**src/rtl/count_sequencer.sv**
```systemverilog
// count_sequencer: 8-bit sequenced counter with a programmable tick divider.
// A single FSM (IDLE/RUN/PAUSE/DONE) advances the count on divider ticks,
// either wrapping at a terminal value or halting there, and accepts
// clear/stop/start/step commands with fixed priority.
module count_sequencer #(
  parameter logic [25:0] RATE0 = 26'd1,
  parameter logic [25:0] RATE1 = 26'd5_000_000,
  parameter logic [25:0] RATE2 = 26'd25_000_000,
  parameter logic [25:0] RATE3 = 26'd50_000_000
) (
  input  logic       clock,
  input  logic       reset,
  input  logic       start,
  input  logic       stop,
  input  logic       step,
  input  logic       clear,
  input  logic       mode_oneshot,
  input  logic [1:0] rate_sel,
  input  logic [7:0] limit,
  output logic [7:0] count,
  output logic [1:0] state,
  output logic       busy,
  output logic       done,
  output logic       wrap
);

  typedef enum logic [1:0] {
    S_IDLE  = 2'b00,
    S_RUN   = 2'b01,
    S_PAUSE = 2'b10,
    S_DONE  = 2'b11
  } state_e;

  typedef enum logic [2:0] {
    CMD_NONE,
    CMD_CLEAR,
    CMD_STOP,
    CMD_START,
    CMD_STEP
  } cmd_e;

  state_e      state_q;
  logic [7:0]  count_q;
  logic [25:0] div_q;
  logic        done_q;
  logic        wrap_q;

  cmd_e        cmd;
  logic [25:0] reloadVal;
  logic [7:0]  countInc;
  logic        tick;

  // Reduce the four command inputs to the single highest-priority command.
  always_comb begin
    cmd = CMD_NONE;
    if (clear) begin
      cmd = CMD_CLEAR;
    end else if (stop) begin
      cmd = CMD_STOP;
    end else if (start) begin
      cmd = CMD_START;
    end else if (step) begin
      cmd = CMD_STEP;
    end
  end

  // Divider reload value is taken from the rate selected at reload time.
  always_comb begin
    reloadVal = RATE0 - 26'd1;
    case (rate_sel)
      2'd0:    reloadVal = RATE0 - 26'd1;
      2'd1:    reloadVal = RATE1 - 26'd1;
      2'd2:    reloadVal = RATE2 - 26'd1;
      default: reloadVal = RATE3 - 26'd1;
    endcase
  end

  assign countInc = count_q + 8'd1;
  assign tick     = (state_q == S_RUN) && (div_q == 26'd0);

  // Sequencer FSM: count, divider and the one-cycle done/wrap pulses.
  always_ff @(posedge clock) begin
    if (!reset) begin
      state_q <= S_IDLE;
      count_q <= 8'd0;
      div_q   <= 26'd0;
      done_q  <= 1'b0;
      wrap_q  <= 1'b0;
    end else begin
      done_q <= 1'b0;
      wrap_q <= 1'b0;
      if (cmd == CMD_CLEAR) begin
        state_q <= S_IDLE;
        count_q <= 8'd0;
      end else begin
        case (state_q)
          S_IDLE: begin
            if (cmd == CMD_START) begin
              state_q <= S_RUN;
              count_q <= 8'd0;
              div_q   <= reloadVal;
            end
          end
          S_RUN: begin
            if (cmd == CMD_STOP) begin
              state_q <= S_PAUSE;
            end else if (tick) begin
              div_q <= reloadVal;
              if (count_q == limit) begin
                if (mode_oneshot) begin
                  state_q <= S_DONE;
                  done_q  <= 1'b1;
                end else begin
                  count_q <= 8'd0;
                  wrap_q  <= 1'b1;
                end
              end else begin
                count_q <= countInc;
              end
            end else begin
              div_q <= div_q - 26'd1;
            end
          end
          S_PAUSE: begin
            if (cmd == CMD_START) begin
              state_q <= S_RUN;
              div_q   <= reloadVal;
            end else if (cmd == CMD_STEP) begin
              count_q <= countInc;
            end
          end
          S_DONE: begin
            if (cmd == CMD_START) begin
              state_q <= S_RUN;
              count_q <= 8'd0;
              div_q   <= reloadVal;
            end
          end
          default: begin
            state_q <= S_IDLE;
          end
        endcase
      end
    end
  end

  assign count = count_q;
  assign state = state_q;
  assign busy  = (state_q == S_RUN);
  assign done  = done_q;
  assign wrap  = wrap_q;

endmodule
```
**config.mk**
```make
export PLATFORM = sky130hd
export DESIGN_NAME = count_sequencer
export DESIGN_NICKNAME = d
export VERILOG_FILES = /design/src/rtl/count_sequencer.sv
export SDC_FILE = /design/constraint.sdc
export NUM_CORES = 1
export LEC_CHECK = 0
export ABC_AREA = 1
export ABC_CLOCK_PERIOD_IN_PS = 2150
export CAP_MARGIN = 20
export CORE_ASPECT_RATIO = 1.2
export CORE_MARGIN = 2
export CORE_UTILIZATION = 58
export CTS_CLUSTER_DIAMETER = 30
export DETAILED_ROUTE_END_ITERATION = 10
export GPL_ROUTABILITY_DRIVEN = 0
export PLACE_DENSITY = 0.81
export RECOVER_POWER = 100
export SYNTH_ARGS = -nofsm -noshare
export SYNTH_HDL_FRONTEND = slang
export SYNTH_SLANG_ARGS = --single-unit
```
**constraint.sdc**
```tcl
create_clock -name clock -period 2.15 [get_ports clock]
set_clock_uncertainty 0.2 [all_clocks]
set_input_delay 0.215 -clock clock [delete_from_list [all_inputs] [get_ports clock]]
set_output_delay 0.215 -clock clock [all_outputs]
set_load 0.1 [all_outputs]
```
==> results list <==
* Starting DRC count in detailed routing: 189
- The total area inside the core boundary comes to 4905 um^2.
* Number of iterations in the first detailed-routing pass: 6
* Area contributors post-synth: dfxtp_1 (26%), nand2_1 (16%), inv_1 (11%), nor2_1 (8.7%), nand3_1 (7.1%)
* Standard-cell row count: 28
- The worst register-to-register path ends at div_q[8].
- Largest net degree at the start of global routing: 20
- GR Util All Layers: 26.99%
- In the final layout, the multi-input gates occupy 1759 um^2.
- Largest delay contributor family on the critical path: simple AND/OR/NAND/NOR gates
- Areal power density over the cells: 540.4 nW/um^2
- The later pin in the worst-skew pair is clocked with a latency of 0.29 ns.
* Clock-pin slew on the worst setup and hold paths: 0.08 ns
- Final count of negative-setup-slack endpoints: 0
* Largest area contributor in the netlist: dfxtp_1
* Post-synthesis net count: 514
- CTS H-tree lvls: 2
- Once the floorplan was initialized, standard cells occupied 60.05% of the core.
* Setup repair after global routing missed its margin: false
- Vias in the first global route: 2893
- On the critical path, the stage with the largest delay is an instance of dfxtp_2.
- Fraction of layout instances using a drive strength above 1: 14.23%
- DRC viols: 0
- Across the VDD grid, the largest voltage drop is 0.0004316 V.
* Count of flip-flops with a built-in enable after synthesis: 0
- Max Slew Vio Count: 0
* Start-to-end type of the worst setup path: reg -> reg
- Slowest Stage Delay on Critical Path: 0.34 ns
- Initial antenna violation count: 0
- Across the run, the number of max-cap violations was 0.
- Die span in y: 82.06 um
- Area share of the largest cell type after synthesis: about a quarter
- The die covers 5666 um^2.
- During placement, the flow inserted port buffers numbering 29.
- Critical path peak fanout: 7
- Buffer cell driving the clock tree root: clkbuf_8
- The critical path goes through inv_1, ha_1, nand2_4, nor2_4, nand2_2, inv_1, nand2_1, nand2_2, buf_4, nand2_1, o21ai_0, o21ai_0, inv_1.
- Average instance area after synthesis: 6.023 um^2
- Count of antenna diodes in the layout: 0
- Slew of the pin with the lowest slew margin: around 0.55 ns
- In the synthesized netlist, the number of instances is 489.
- Number of different library cells in the post-synthesis netlist: 37
* Largest buffer count on any clock path: 2
- Measured against its own limit, the worst slew margin works out to 63.62%.
- The die is about 70 um wide.
- WP data required: 2.13 ns
- In this run, synthesis produced a sequential element count of 38.
- Count of warnings emitted by yosys: 0
- Number of clock sinks: 38
* Via count: 3051
- STA classifies the critical path startpoint as a register.
* Period minus WS final: roughly 2 ns
* Most common cell in the synthesized netlist: nand2_1
- Relative to the synthesized area, the layout overhead comes to 16.36%.
- Hold Violations, Final: 0
- After legalization and detailed placement, the total HPWL measured 5.701 mm.
- Endpoint, Worst Hold: state[1]
* Buffers & Inverters on Critical Path: 4
- In this run the worst hold path is classified as reg -> reg.
* Total number of nets in the final design: 558
* Boundary pin count: 30
- The synthesized netlist occupies a cell area of a little under 3000 um^2.
* CTS tree: done
- For the worst flop-to-flop path, the logic depth is 13.
- Max frequency: roughly 0.5 GHz
- Mean routed wirelength per cell: roughly 12 um
- After synthesis, flip-flops and latches occupy between 20% and 30% of the total area.
* Worst slack at placement: between 0.03 and 0.04 ns
- Dominant synthesized flop cell: dfxtp_1
- The run finished with clean final reports.
- Crit end category: register
* Post-route worst setup slack: 0.1508 ns
- Number of cells traversed by the worst hold path: 2
- The worst register-to-register path begins at div_q[0].
- The count of nets left with antenna violations once routing finished came out at 0.
* Launch instance of the worst min-delay path: state[1]
* Post-cts hold buffer count: 0
- Total congestion overflow after global routing: 0
* Number of fillers in the final layout: between 400 and 500
* First-pass GRT wire length: 12.40 mm
- Worst path most repeated cell: inv_1
- Sequential Area: ~800 um^2
- At the end of the flow the core is filled with cells to 69.87%.
- Routed wire length: roughly 7.2 mm
- Data arrives at the worst endpoint at 1.98 ns.
- Async SR Flop Fraction: 0%
- Using the TritonRoute via totals, the vias-per-cell ratio works out to 5.136.
* Register-to-Register Setup Slack: 0.15 ns
- After layout, the worst path uses 92.98% of the clock period.
* Num CTS Buffers: 5
- In the synthesized netlist, the cells that appear most often are nand2_1 (128), inv_1 (87), nor2_1 (68), nand3_1 (42), dfxtp_1 (38).
- In this run the static leakage power is about 1.7 nW.
-- kinds of logic after synthesis --
logic type,Yosys count,synth area share (%)
fa+ha+maj,8,3.399
compound gates,49,9.559
simple gates,270,40.19
buf+inv,103,14.78
xor+xnor,21,6.245
flops,38,25.83
-- metrics by stage --
stage	cell area, um^2	total power [W]	std cells	hold slack, ns	TNS (ns)
after floorplan	2984	0.001198	489	0.09242	-0.05742
after global placement	3378	0.001333	586	0.2933	0
after detailed placement	3378	0.001347	586	0.3044	0
after CTS	3470	0.001866	594	0.3172	0
after global routing	3427	0.001967	594	0.3354	0
final	3427	0.001852	594	0.3142	0
-- layer usage --
layer	global-route usage, %	vias up	wire [um]
met5	0	-	0
met4	17.45	0	241
met3	4.785	18	348
met2	49.81	98	3760
met1	28.59	1354	2872
li1	-	1581	-
-- area by class of cell --
| cell class | instances | area share (%) |
|---|---|---|
| flip-flops and latches | 38 | 22.71 |
| clock inverters | 1 | 0.1460 |
| multi-input cells | 348 | 51.33 |
| clock buffers | 7 | 2.519 |
| repair buffers | 49 | 11.10 |
| inverters | 91 | 10.00 |
| well taps | 60 | 2.191 |
-- how the worst max path moves through the flow --
stage / cells past startpoint / slack (ns) / startpoint / endpoint
2_1_floorplan: 10 / -0.01 / state[0] / div_q[12]
3_3_place_gp: 13 / 0.13 / limit[5] / count[2]
3_5_place_dp: 9 / 0.04 / clear / count[7]
4_1_cts: 13 / 0.03 / div_q[0] / div_q[8]
5_1_grt: 15 / 0.008 / div_q[0] / div_q[20]
6_report: 13 / 0.15 / div_q[0] / div_q[8]
-- registers in the layout (all words and copies together) (netlist names) --
register	cells
div_q	26
count	8
state	2
done	1
wrap	1
-- report_power, final --
part | total, W | switching (W) | internal (W)
Clock | 0.000518 | 0.000259 | 0.000259
Sequential | 0.000766 | 0.0000327 | 0.000734
Combinational | 0.000568 | 0.000354 | 0.000214
-- worst reg2reg max path: cells and delay by family (launching register included) --
family,cells,cell delay (ns)
buf+inv,4,0.35
fa+ha+maj,1,0.24
compound gates,2,0.25
flops,1,0.34
simple gates,6,0.52
-- cell usage in the layout (no fill, tap or decap), types with 4 or more instances in the layout --
cell	synthesis	routed
inv_1	87	86
buf_4	1	17
xor2_1	18	18
dfxtp_2	0	8
nor2_1	68	67
clkbuf_2	0	13
o21a_1	5	5
nor2_4	4	4
clkbuf_8	0	6
nand4_1	5	5
dfxtp_1	38	28
nand2_1	128	127
ha_1	8	7
clkdlybuf4s50_1	0	16
a21oi_1	24	24
o21ai_0	15	15
nor2_2	8	9
nand3_1	42	42
nand2_2	3	4
-- what timing repair did --
item                       CTS  global route
setup endpoints to repair    0            13
setup buffers                0             0
resized for setup            0             3
hold endpoints to repair     0             0
No activity file was read; power rests on OpenSTA's default activity.
